File: src/rtl/led_seq_pkg.sv
// Shared types for the LED pattern sequencer: pattern modes, sequencer
// states and the bounce direction.
package led_seq_pkg;

  typedef enum logic [1:0] {
    BLINK  = 2'd0,
    SHIFT  = 2'd1,
    BOUNCE = 2'd2,
    COUNT  = 2'd3
  } led_mode_e;

  typedef enum logic [1:0] {
    IDLE = 2'd0,
    RUN  = 2'd1,
    HOLD = 2'd2
  } seq_state_e;

  typedef enum logic {
    DIR_UP   = 1'b0,
    DIR_DOWN = 1'b1
  } bounce_dir_e;

endpackage

File: src/rtl/tick_prescaler.sv
// Modulo-DIV cycle counter. Counts only while en=1, holds otherwise;
// clr forces it back to zero. tc marks the enabled cycle at count DIV-1.
module tick_prescaler #(
  parameter int DIV = 10
) (
  input  logic clk,
  input  logic rst_n,
  input  logic en,
  input  logic clr,
  output logic tc
);

  localparam int CW = $clog2(DIV);
  localparam logic [CW-1:0] LAST = CW'(DIV - 1);

  logic [CW-1:0] r_count;
  logic          w_last;

  assign w_last = (r_count == LAST);
  assign tc     = en & w_last;

  // NOTE: sequential state is updated with non-blocking assignments so every
  // flop samples pre-edge values regardless of block evaluation order.
  always_ff @(posedge clk) begin
    if (!rst_n) begin
      r_count <= '0;
    end else if (clr) begin
      r_count <= '0;
    end else if (en) begin
      r_count <= w_last ? '0 : r_count + CW'(1);
    end
  end

endmodule

File: src/rtl/led_pattern_seq.sv
// LED pattern sequencer: steps one of four patterns at STEP_HZ while running.
// Build option: define LED_ACTIVE_LOW_EN to drive leds inverted (dark = 1).
module led_pattern_seq
  import led_seq_pkg::*;
#(
  parameter int CLOCK_XTAL = 27000000,
  parameter int LED_NUM    = 6,
  parameter int STEP_HZ    = 4
) (
  input  logic               clk,
  input  logic               rst_n,
  input  logic               run,
  input  logic               mode_req,
  input  logic [1:0]         mode_sel,
  output logic               mode_ack,
  output logic [LED_NUM-1:0] leds,
  output logic               step_tick
);

  localparam int DIV = CLOCK_XTAL / STEP_HZ;

  generate
    if (DIV < 2 || LED_NUM < 2) begin : g_param_check
      $error("led_pattern_seq: need CLOCK_XTAL/STEP_HZ >= 2 and LED_NUM >= 2");
    end
  endgenerate

  seq_state_e        r_state;
  led_mode_e         r_mode;
  bounce_dir_e       r_dir;
  logic [LED_NUM-1:0] r_pattern;
  logic              r_mode_ack;
  logic              r_step_tick;

  seq_state_e        w_state_next;
  logic [LED_NUM-1:0] w_pattern_step;
  bounce_dir_e       w_dir_step;
  logic              w_accept;
  logic              w_run_en;
  logic              w_presc_clr;
  logic              w_tc;
  logic              w_step;

  function automatic logic [LED_NUM-1:0] init_pattern(input led_mode_e mode);
    logic [LED_NUM-1:0] p;
    p = '0;
    if (mode == SHIFT || mode == BOUNCE) p[0] = 1'b1;
    return p;
  endfunction

  // A new request is only seen while no ack is outstanding, so a held
  // request re-fires every second cycle; an accept beats a coincident step.
  assign w_accept    = mode_req & ~r_mode_ack;
  assign w_run_en    = (r_state == RUN);
  assign w_presc_clr = w_accept | (r_state == IDLE);
  assign w_step      = w_run_en & w_tc & ~w_accept;

  tick_prescaler #(
    .DIV (DIV)
  ) u_prescaler (
    .clk   (clk),
    .rst_n (rst_n),
    .en    (w_run_en),
    .clr   (w_presc_clr),
    .tc    (w_tc)
  );

  // NOTE: every signal assigned in an always_comb gets a default first, so no
  // path through the case leaves it unassigned and no latch is inferred.
  always_comb begin
    w_state_next = r_state;
    case (r_state)
      IDLE:    if (run)  w_state_next = RUN;
      RUN:     if (!run) w_state_next = HOLD;
      HOLD:    if (run)  w_state_next = RUN;
      default: w_state_next = IDLE;
    endcase
  end

  always_comb begin
    w_pattern_step = r_pattern;
    w_dir_step     = r_dir;
    case (r_mode)
      BLINK: w_pattern_step = ~r_pattern;
      SHIFT: w_pattern_step = {r_pattern[LED_NUM-2:0], r_pattern[LED_NUM-1]};
      BOUNCE: begin
        // Direction flips on the step that lands on an end bit, so the end
        // bit is shown once and the next step already heads back.
        if (r_dir == DIR_UP) begin
          w_pattern_step = r_pattern << 1;
          if (r_pattern[LED_NUM-2]) w_dir_step = DIR_DOWN;
        end else begin
          w_pattern_step = r_pattern >> 1;
          if (r_pattern[1]) w_dir_step = DIR_UP;
        end
      end
      COUNT:   w_pattern_step = r_pattern + LED_NUM'(1);
      default: w_pattern_step = r_pattern;
    endcase
  end

  always_ff @(posedge clk) begin
    if (!rst_n) begin
      r_state     <= IDLE;
      r_mode      <= BLINK;
      r_dir       <= DIR_UP;
      r_pattern   <= '0;
      r_mode_ack  <= 1'b0;
      r_step_tick <= 1'b0;
    end else begin
      r_state     <= w_state_next;
      r_mode_ack  <= w_accept;
      r_step_tick <= w_step;
      if (w_accept) begin
        r_mode    <= led_mode_e'(mode_sel);
        r_pattern <= init_pattern(led_mode_e'(mode_sel));
        r_dir     <= DIR_UP;
      end else if (w_step) begin
        r_pattern <= w_pattern_step;
        r_dir     <= w_dir_step;
      end
    end
  end

  assign mode_ack  = r_mode_ack;
  assign step_tick = r_step_tick;

`ifdef LED_ACTIVE_LOW_EN
  assign leds = ~r_pattern;
`else
  assign leds = r_pattern;
`endif

endmodule

File: config.mk
export PLATFORM = sky130hd
export DESIGN_NAME = led_pattern_seq
export DESIGN_NICKNAME = d
export VERILOG_FILES = /design/src/rtl/led_seq_pkg.sv /design/src/rtl/tick_prescaler.sv /design/src/rtl/led_pattern_seq.sv
export SDC_FILE = /design/constraint.sdc
export NUM_CORES = 1
export LEC_CHECK = 0
export ABC_AREA = 1
export BUFFER_PORTS_ARGS = -buffer_cell sky130_fd_sc_hd__buf_2
export CORE_MARGIN = 5
export CORE_UTILIZATION = 30
export DETAILED_ROUTE_END_ITERATION = 8
export GPL_TIMING_DRIVEN = 0
export PLACE_DENSITY_LB_ADDON = 0.1
export SYNTH_ARGS = -nofsm -noshare
export SYNTH_HDL_FRONTEND = slang
export SYNTH_SLANG_ARGS = --single-unit
File: constraint.sdc
create_clock -name clk -period 2.74 [get_ports clk]
set_input_delay 0.548 -clock clk [delete_from_list [all_inputs] [get_ports clk]]
set_output_delay 0.548 -clock clk [all_outputs]
set_load 0.01 [all_outputs]
## After elaboration in Yosys (flattened, before gate mapping)

Index checks and enable logic that the tools add are counted.

| storage, ports and cells | value |
|---|---|
| flip-flop bits (word level) | 36 |
| bits in latches | 0 |
| RAM bits | 0 |
| memory bits (read-only) | 0 |
| input bits | 6 |
| output and inout bits | 8 |
| word-level logic and storage cells | 50 |
| memories | 0 |

| operators by class | value |
|---|---|
| $add $sub $neg | 2 |
| multiply operators | 0 |
| div/mod/pow operators | 0 |
| magnitude comparators | 0 |
| equality and inequality tests | 10 |
| shifts and indexed selects | 0 |
| muxes and demuxes | 12 |
| bitwise operators | 9 |
| reduce and logical (&&, ||, !) cells | 9 |

Operators with widths:

| cell | number |
|---|---|
| 6-bit case mux with 4 select lines | 1 |
| 23-bit by 1-bit adder with 23-bit output (second input constant) | 1 |
| 23-bit == test (second input constant) | 1 |
| 23-bit two-way mux | 1 |
| 2-bit == test (second input constant) | 4 |
| 6-bit by 1-bit adder with 6-bit output (second input constant) | 1 |
| 2-bit by 1-bit == test with 1-bit output (second input constant) | 3 |
| 1-bit two-way mux | 6 |
| 6-bit two-way mux | 1 |
| 6-bit NOT | 1 |
| 2-bit OR reduction | 3 |
| 1-bit bitwise AND | 4 |
| 2-bit logical NOT | 2 |
| 2-bit two-way mux | 2 |
| 2-bit case mux with 2 select lines | 1 |
| 2-bit AND reduction | 2 |
| 1-bit NOT | 3 |
| 2-bit by 1-bit inequality test with 1-bit output (second input constant) | 1 |
| 2-bit inequality test (second input constant) | 1 |
| 2-bit nonzero test | 1 |
| 1-bit logical OR | 1 |
| 1-bit OR | 1 |

## Longest topological paths before layout

Gate-level depths: netlist of the first run.

| depth | value |
|---|---|
| word-level depth | 6 |
| gate-level depth with buffers | 10 |
| gate-level depth less buffers | 10 |

## By module

From an unflattened synthesis of the first run, not the netlist that was laid out.

| unflattened totals | value |
|---|---|
| cells, all modules | 330 |
| area, all modules | 2,129.5 sq um |

Modules (own cells, without submodules):

| module | instances | cells each | area each (sq um) |
|---|---|---|---|
| tick_prescaler | 1 | 203 | 1,316.3 |
| led_pattern_seq | 1 | 127 | 813.3 |

## Worst setup path before layout of the first run

No wires, ideal clock.

| timing | value |
|---|---|
| path type | input -> register |
| start | in mode_req |
| end | reg u_prescaler.r_count[20] |
| library setup time | 0.073 ns |
| data arrival time | 1.371 ns |
| required time | 2.667 ns |
| path slack | 1.297 ns |
| stages on the path | 8 |
| path buffers | 1 |
| cells stage by stage | inv_1 nor2_1 inv_2 nand2_1 nor2_2 nand2_4 buf_6 nor3_2 |

| on the way | value |
|---|---|
| word-level cells in the longest chain between the ends | 3 |

Ends and longest elaborated chain:

| what | RTL line | text |
|---|---|---|
| from (decl) | led_pattern_seq.sv:13 | `input logic mode_req,` |
| 1-bit bitwise AND | led_pattern_seq.sv:53 | `assign w_accept = mode_req & ~r_mode_ack;` |
| 1-bit OR | led_pattern_seq.sv:55 | `assign w_presc_clr = w_accept \| (r_state == IDLE);` |
| 2-bit OR reduction (no source line) | -- |  |
| to (signal assigned) | tick_prescaler.sv:30 | `r_count <= w_last ? '0 : r_count + CW'(1);` |
| to (decl) | tick_prescaler.sv:16 | `logic [CW-1:0] r_count;` |

No other way between the ends.
A chain may end at the register's enable or synchronous reset.

## Worst setup path after layout of the first run

| timing | value |
|---|---|
| start | reg u_prescaler.r_count[0] |
| end | reg u_prescaler.r_count[20] |

| on the way | value |
|---|---|
| word-level cells in the longest chain between the ends | 2 |
| elaborated cells between the ends (all ways) | 3 |
| those cells by class | 1 x add/sub; 1 x eq/ne; 1 x mux |

Ends and longest elaborated chain:

| what | RTL line |
|---|---|
| 23-bit by 1-bit adder with 23-bit output or 23-bit == test (tied branches) | tick_prescaler.sv:30, tick_prescaler.sv:19 |
| 23-bit two-way mux (*) | tick_prescaler.sv:30 |

Every way passes the cells marked *; elsewhere a longest branch is shown, timed or not.

==> metrics.cfg, run 1 <==
[detailed_routing]
drt_pass1_iterations=4
num_vias=2122
first_iter_violations=72
vias_per_cell=4.53
avgRoutedWirePerCell_um=11.9
antenna_left=0
post-route-drc-count=0
routed_wl_um=5560

[final_layout]
num_antenna_cells=0
stdcell_area_um2=2490
fin_cells=468
nets=377
syn2layout_area_growth_pct=12.9
drive_above_1_share=0.157

[sta]
hold_viol_final=0
finalSetupViolCount=0
slew_headroom=0.775
setup_tns_ps=0
rsz0062_at_grt=false
fin_crit_ps=1630
whs_ps=441
tightest_slew_ps=336
skew_ps=7.27
slew_viol_final=0
max_freq_mhz=612
min_period_over_period=0.596

[synthesis]
syn_nets=357
yosys_warnings=0
postSynthCellCount=349
ys_ff_latch=36
netlist_area_um2=2200
syn_area_per_cell_um2=6.32
ys_seq_area_frac=0.327
ys_types=28

[critical_path]
cp_slowest_cell=dfxtp_1
reg2regPathDepth=9
r2r-end=u_prescaler.r_count[20]
path_cells=ha_1, nand2_2, nor2_8, nand2_2, nor2_4, nand2_4, nand2_4, buf_6, nor3_2
start_kind=flip-flop
arrival_ps=1810
crit_required_ps=2920
r2r_slack_ps=1110
worstSetupPathType=reg2reg
crit_fanout=10
critPathMaxStageDelay_ps=370
endpoint_kind=flip-flop
reg2reg_from=u_prescaler.r_count[0]

[cts]
holdBufCountCts=0
tritoncts=built
postCtsSetupBuffers=0
clkSinkCount=36
cts_resized=0
cts_root_buf=clkbuf_8
clock_latency_ps=290
cts_max_path_buffers=2
clkTransAtPathRegs_ps=70
cts_max_level=2
cts_made_buffers=5

[grt]
grt_antenna_before_repair=0
grt_max_degree=11
gr-total-overflow=0
first_global_vias=2032
grt_usage=0.136
grt_first_pass_wirelength_um=9780

[min_path]
hold_path_startpoint=run
worstHoldEndpoint=r_state[1]
hold_depth=2
hp-class=in2reg

[placed_design]
numPortBuffers=13
gp_congestion=0.823
placed_cells=461
place_hpwl_um=4350
placed_area_um2=2390

[power]
comb_power_share=0.073
p_clk_frac=0.403
ir_drop_uv=237
powerDensity_nw_per_um2=411
pwr-share-seq=0.525
p_leak_nw=0.987
swShare=0.239
power_switching_uw=245
p_int_uw=779

[floorplan]
dieHeight_um=95.7
coreArea_um2=7210
die_area_um2=9160
row_count=31
start_util=0.306
ios=14
chipWidth_um=95.7

[outcome]
status=completed

[run]
maxCapViolCount=0

-- metal layers --
metal	vias up	wire [µm]	share of wire	track usage
li1	1142	-	-	-
met5	-	0	0	0
met3	7	147	0.026	0.0258
met2	23	2580	0.46	0.228
met1	950	2740	0.49	0.176
met4	0	96	0.017	0.0450
-- flip-flops by register name (all words and copies together), names as in the netlist --
name,flops
step_tick,1
mode_ack,1
r_state,2
u_prescaler.r_count,23
leds,6
r_mode,2
r_dir,1
-- synth_stat cells --
cell type / number / area [µm²]
nand2_1: 92 / 345
nor2_1: 59 / 221
inv_1: 46 / 173
dfxtp_1: 36 / 721
nand3_1: 17 / 85.1
a21oi_1: 14 / 70.1
nor2_2: 14 / 87.6
o21ai_0: 11 / 55.1
nor3_1: 10 / 50.1
nand4_1: 9 / 56.3
nand2_2: 6 / 37.5
inv_2: 4 / 15.0
o21ai_1: 4 / 20.0
xor2_1: 4 / 35.0
nand2_4: 3 / 33.8
nor2_4: 3 / 33.8
o22ai_1: 3 / 18.8
a211oi_1: 2 / 15.0
ha_1: 2 / 25.0
nor3_2: 2 / 20.0
a31oi_1: 1 / 6.26
and3_1: 1 / 6.26
buf_4: 1 / 7.51
buf_6: 1 / 11.3
nand3_2: 1 / 10.0
nand4_2: 1 / 12.5
nor2_8: 1 / 20.0
nor3b_2: 1 / 12.5
-- cells in the final DEF (no fill, tap or decap) --
master / count
o22ai_1: 3
inv_2: 4
nor2_4: 3
ha_1: 2
nor2_2: 14
xor2_1: 4
a31oi_1: 1
nor2_1: 59
o21ai_1: 4
and3_1: 1
nand3_2: 1
nor2_8: 1
nand4_2: 1
clkbuf_8: 7
buf_2: 13
o21ai_0: 11
nand2_4: 3
buf_6: 1
buf_4: 1
nand2_2: 6
nand3_1: 17
nor3_2: 2
nor3b_2: 1
inv_1: 46
nor3_1: 10
nand4_1: 9
a211oi_1: 2
nand2_1: 92
a21oi_1: 14
dfxtp_1: 36
-- area by class of cell --
type                       instances  area [µm²]
timing repair buffer              13        65.1
multi-input combinational        261        1280
inverter                          50         188
buffer                             2        18.8
clock buffer                       7        96.3
sequential                        36         721
tap                               99         124
fill                             846        4720
-- cells by family after synthesis --
kind of cell / count (synthesis) / share of synthesized area
DFF: 36 / 0.327
xor gates and xnor gates: 4 / 0.0159
AOI/OAI and AO/OA: 35 / 0.0840
buffers and inverters: 52 / 0.0936
adders and majority gates: 2 / 0.0113
and+or+nand+nor: 220 / 0.468
-- worst max path at each step --
stage                                 startpoint                 endpoint  slack (ps)  depth (start not counted)
after floorplan                         mode_req  u_prescaler.r_count[20]        1300                          8
after global routing      u_prescaler.r_count[0]  u_prescaler.r_count[12]         910                          8
after detailed placement                mode_req  u_prescaler.r_count[20]         980                          9
final                     u_prescaler.r_count[0]  u_prescaler.r_count[20]        1110                          9
after CTS                 u_prescaler.r_count[0]  u_prescaler.r_count[20]        1080                          9
after global placement                  mode_req  u_prescaler.r_count[20]        1000                          9
-- power groups by stage --
stage / sequential (mW) / combinational, mW / clock [mW]
finish: 0.537 / 0.0743 / 0.412
detailed placement: 0.550 / 0.0755 / 0
global route: 0.539 / 0.0863 / 0.453
floorplan: 0.549 / 0.0530 / 0
global placement: 0.549 / 0.0758 / 0
CTS: 0.537 / 0.0759 / 0.435
-- stage by stage --
stage / power (mW) / worst slack [ps] / utilization
after global routing: 1.08 / 913 / 0.345
after floorplan: 0.602 / 1300 / -
after detailed placement: 0.625 / 982 / 0.332
after global placement: 0.625 / 1000 / 0.332
after CTS: 1.05 / 1080 / 0.345
final: 1.02 / 1110 / 0.345
-- worst max-delay path: cells and delay by family (launching register included) --
kind,cells,cell delay [ps]
adders and majority gates,1,200
buffers and inverters,1,170
DFF,1,370
and+or+nand+nor,7,780
No activity file was read; power rests on OpenSTA's default activity.
==> run 2, diff against run 1 <==
==> constraint.sdc (replaced) <==
create_clock -name clk -period 1.4 [get_ports clk]
set_input_delay 0.28 -clock clk [delete_from_list [all_inputs] [get_ports clk]]
set_output_delay 0.28 -clock clk [all_outputs]
set_load 0.01 [all_outputs]
==> run 2 against run 1 <==
- the run now ends with setup timing left
- combinational power increased to 2.5 times the previous value
- flip-flop and latch count unchanged
- clock skew increased by 2.2 ps
- clock power increased by 120%
- final cell count increased by 3.6%
- utilization increased by 6.5 points
- via count increased by 5.4%
- hold slack got worse by 290 ps
- first-iteration DRC count decreased by 2.8%
- critical path depth unchanged
- critical path type unchanged
==> metrics.cfg, run 2 (same netlist as run 1, synthesis figures left out) <==
[critical_path]
crit_required_ps=1580
reg2reg_from=u_prescaler.r_count[1]
arrival_ps=1590
worstSetupPathType=reg2reg
r2r-end=u_prescaler.r_count[20]
crit_fanout=6
start_kind=flip-flop
reg2regPathDepth=9
endpoint_kind=flip-flop
r2r_slack_ps=-10

[power]
powerDensity_nw_per_um2=724
ir_drop_uv=333
p_leak_nw=1.18

[final_layout]
mostFrequentLayoutCells=nand2_1 (79), nor2_1 (48), inv_1 (41)
largest_reg_flops=23
multi_input_area_um2=1520
final_common_cell=nand2_1
top_register=u_prescaler.r_count
drive_above_1_share=0.345
stdcell_area_um2=2960
syn2layout_area_growth_pct=34.3
regArea_um2=759
filler_cell_count=791
nets=393
num_antenna_cells=0

[cts]
clock_latency_ps=290
tritoncts=built
cts_max_path_buffers=2
holdBufCountCts=0
clkTransAtPathRegs_ps=80
cts_made_buffers=5
clkSinkCount=36
cts_max_level=2
cts_root_buf=clkbuf_8

[sta]
skew_ps=9.42
rsz0062_at_grt=true
slew_viol_final=0
max_freq_mhz=707
hold_viol_final=0
min_period_over_period=1.01
setup_tns_ps=-41.4
fin_crit_ps=1410
finalSetupViolCount=5
tightest_slew_ps=350
slew_headroom=0.766
worst_slack_ps=-15.0

[detailed_routing]
vias_per_cell=4.61
antenna_left=0
num_vias=2236
avgRoutedWirePerCell_um=12.0
first_iter_violations=70
routed_wl_um=5810
post-route-drc-count=0
drt_pass1_iterations=4

[floorplan]
row_count=31
coreArea_um2=7210
die_area_um2=9160
chipWidth_um=95.7
dieHeight_um=95.7
ios=14
start_util=0.306

[grt]
grt_first_pass_wirelength_um=9920
grt_usage=0.138
first_global_vias=2143
grt_max_degree=13
gr-total-overflow=0
grt_antenna_before_repair=0

[min_path]
worstHoldEndpoint=r_state[1]
hold_path_startpoint=run
hp-class=in2reg
hold_depth=2

[outcome]
status=complete, but fails checks
failed_checks=setup timing

[placed_design]
gp_congestion=0.815
placed_area_um2=2400
numPortBuffers=13
place_hpwl_um=4330

[run]
maxCapViolCount=0

[run 2: changes by cell type in the layout (fill, tap and decap cells not counted), sizes merged]
| cell | previous run | this run |
|---|---|---|
| clkinvlp | 0 | 1 |
| clkinv | 0 | 1 |
| bufinv | 0 | 1 |
| buf | 15 | 31 |
| clkbuf | 7 | 5 |
[run 2: worst max-delay path by stage]
| stage | from | to | slack (ps) | cells past startpoint |
|---|---|---|---|---|
| 4_1_cts | u_prescaler.r_count[1] | u_prescaler.r_count[20] | -60 | 9 |
| 5_1_grt | u_prescaler.r_count[0] | r_dir | -140 | 11 |
| 2_1_floorplan | u_prescaler.r_count[0] | u_prescaler.r_count[8] | 1 | 9 |
| 3_5_place_dp | u_prescaler.r_count[0] | u_prescaler.r_count[9] | -200 | 9 |
| 3_3_place_gp | u_prescaler.r_count[0] | u_prescaler.r_count[9] | -210 | 9 |
| 6_report | u_prescaler.r_count[1] | u_prescaler.r_count[20] | -10 | 9 |
[run 2: critical path, stage by stage, from the launching register on]
cell	delay, ps
dfxtp_2	360
ha_4	150
nand2_4	70
nor2_8	110
nand2_4	60
nor2_4	130
nand2_4	110
nand2_8	130
buf_12	140
nor3_4	40
[run 2: timing repair]
item	4_1_cts	5_1_grt
setup endpoints to repair	27	28
gates resized for setup	41	57
buffers inserted	12	4
endpoints found under the hold margin	0	0
gates cloned	1	0
pin swaps	19	20
[run 2: power breakdown]
group | switching (mW) | internal [mW]
clock network | 0.388 | 0.527
registers | 0.0163 | 1.03
logic | 0.113 | 0.0728
total | 0.517 | 1.63
[run 2: cell type report]
class / count / share of cell area
buffer: 2 / 0.0106
clock buffer: 5 / 0.0232
clock inverter: 3 / 0.0144
inverter: 50 / 0.0668
multi-input combinational: 261 / 0.512
sequential: 36 / 0.257
tap: 99 / 0.0418
timing repair buffer: 29 / 0.0744
[run 2: metal layers]
layer | up-vias | track usage | share of wire
li1 | 1174 | - | -
met5 | - | 0 | 0
met4 | 0 | 0.0450 | 0.014
met2 | 41 | 0.241 | 0.49
met1 | 1013 | 0.166 | 0.46
met3 | 8 | 0.0313 | 0.044
[run 2: metrics by stage]
| stage | utilization | setup WS (ps) | power [mW] | cells | hold WS [ps] |
|---|---|---|---|---|---|
| after floorplan | - | 1.23 | 1.18 | 349 | 359 |
| after global placement | 0.333 | -211 | 1.22 | 461 | 467 |
| after detailed placement | 0.333 | -204 | 1.22 | 461 | 471 |
| after CTS | 0.384 | -58.7 | 2.19 | 482 | 141 |
| after global routing | 0.410 | -136 | 2.26 | 485 | 145 |
| final | 0.410 | -15.0 | 2.14 | 485 | 150 |
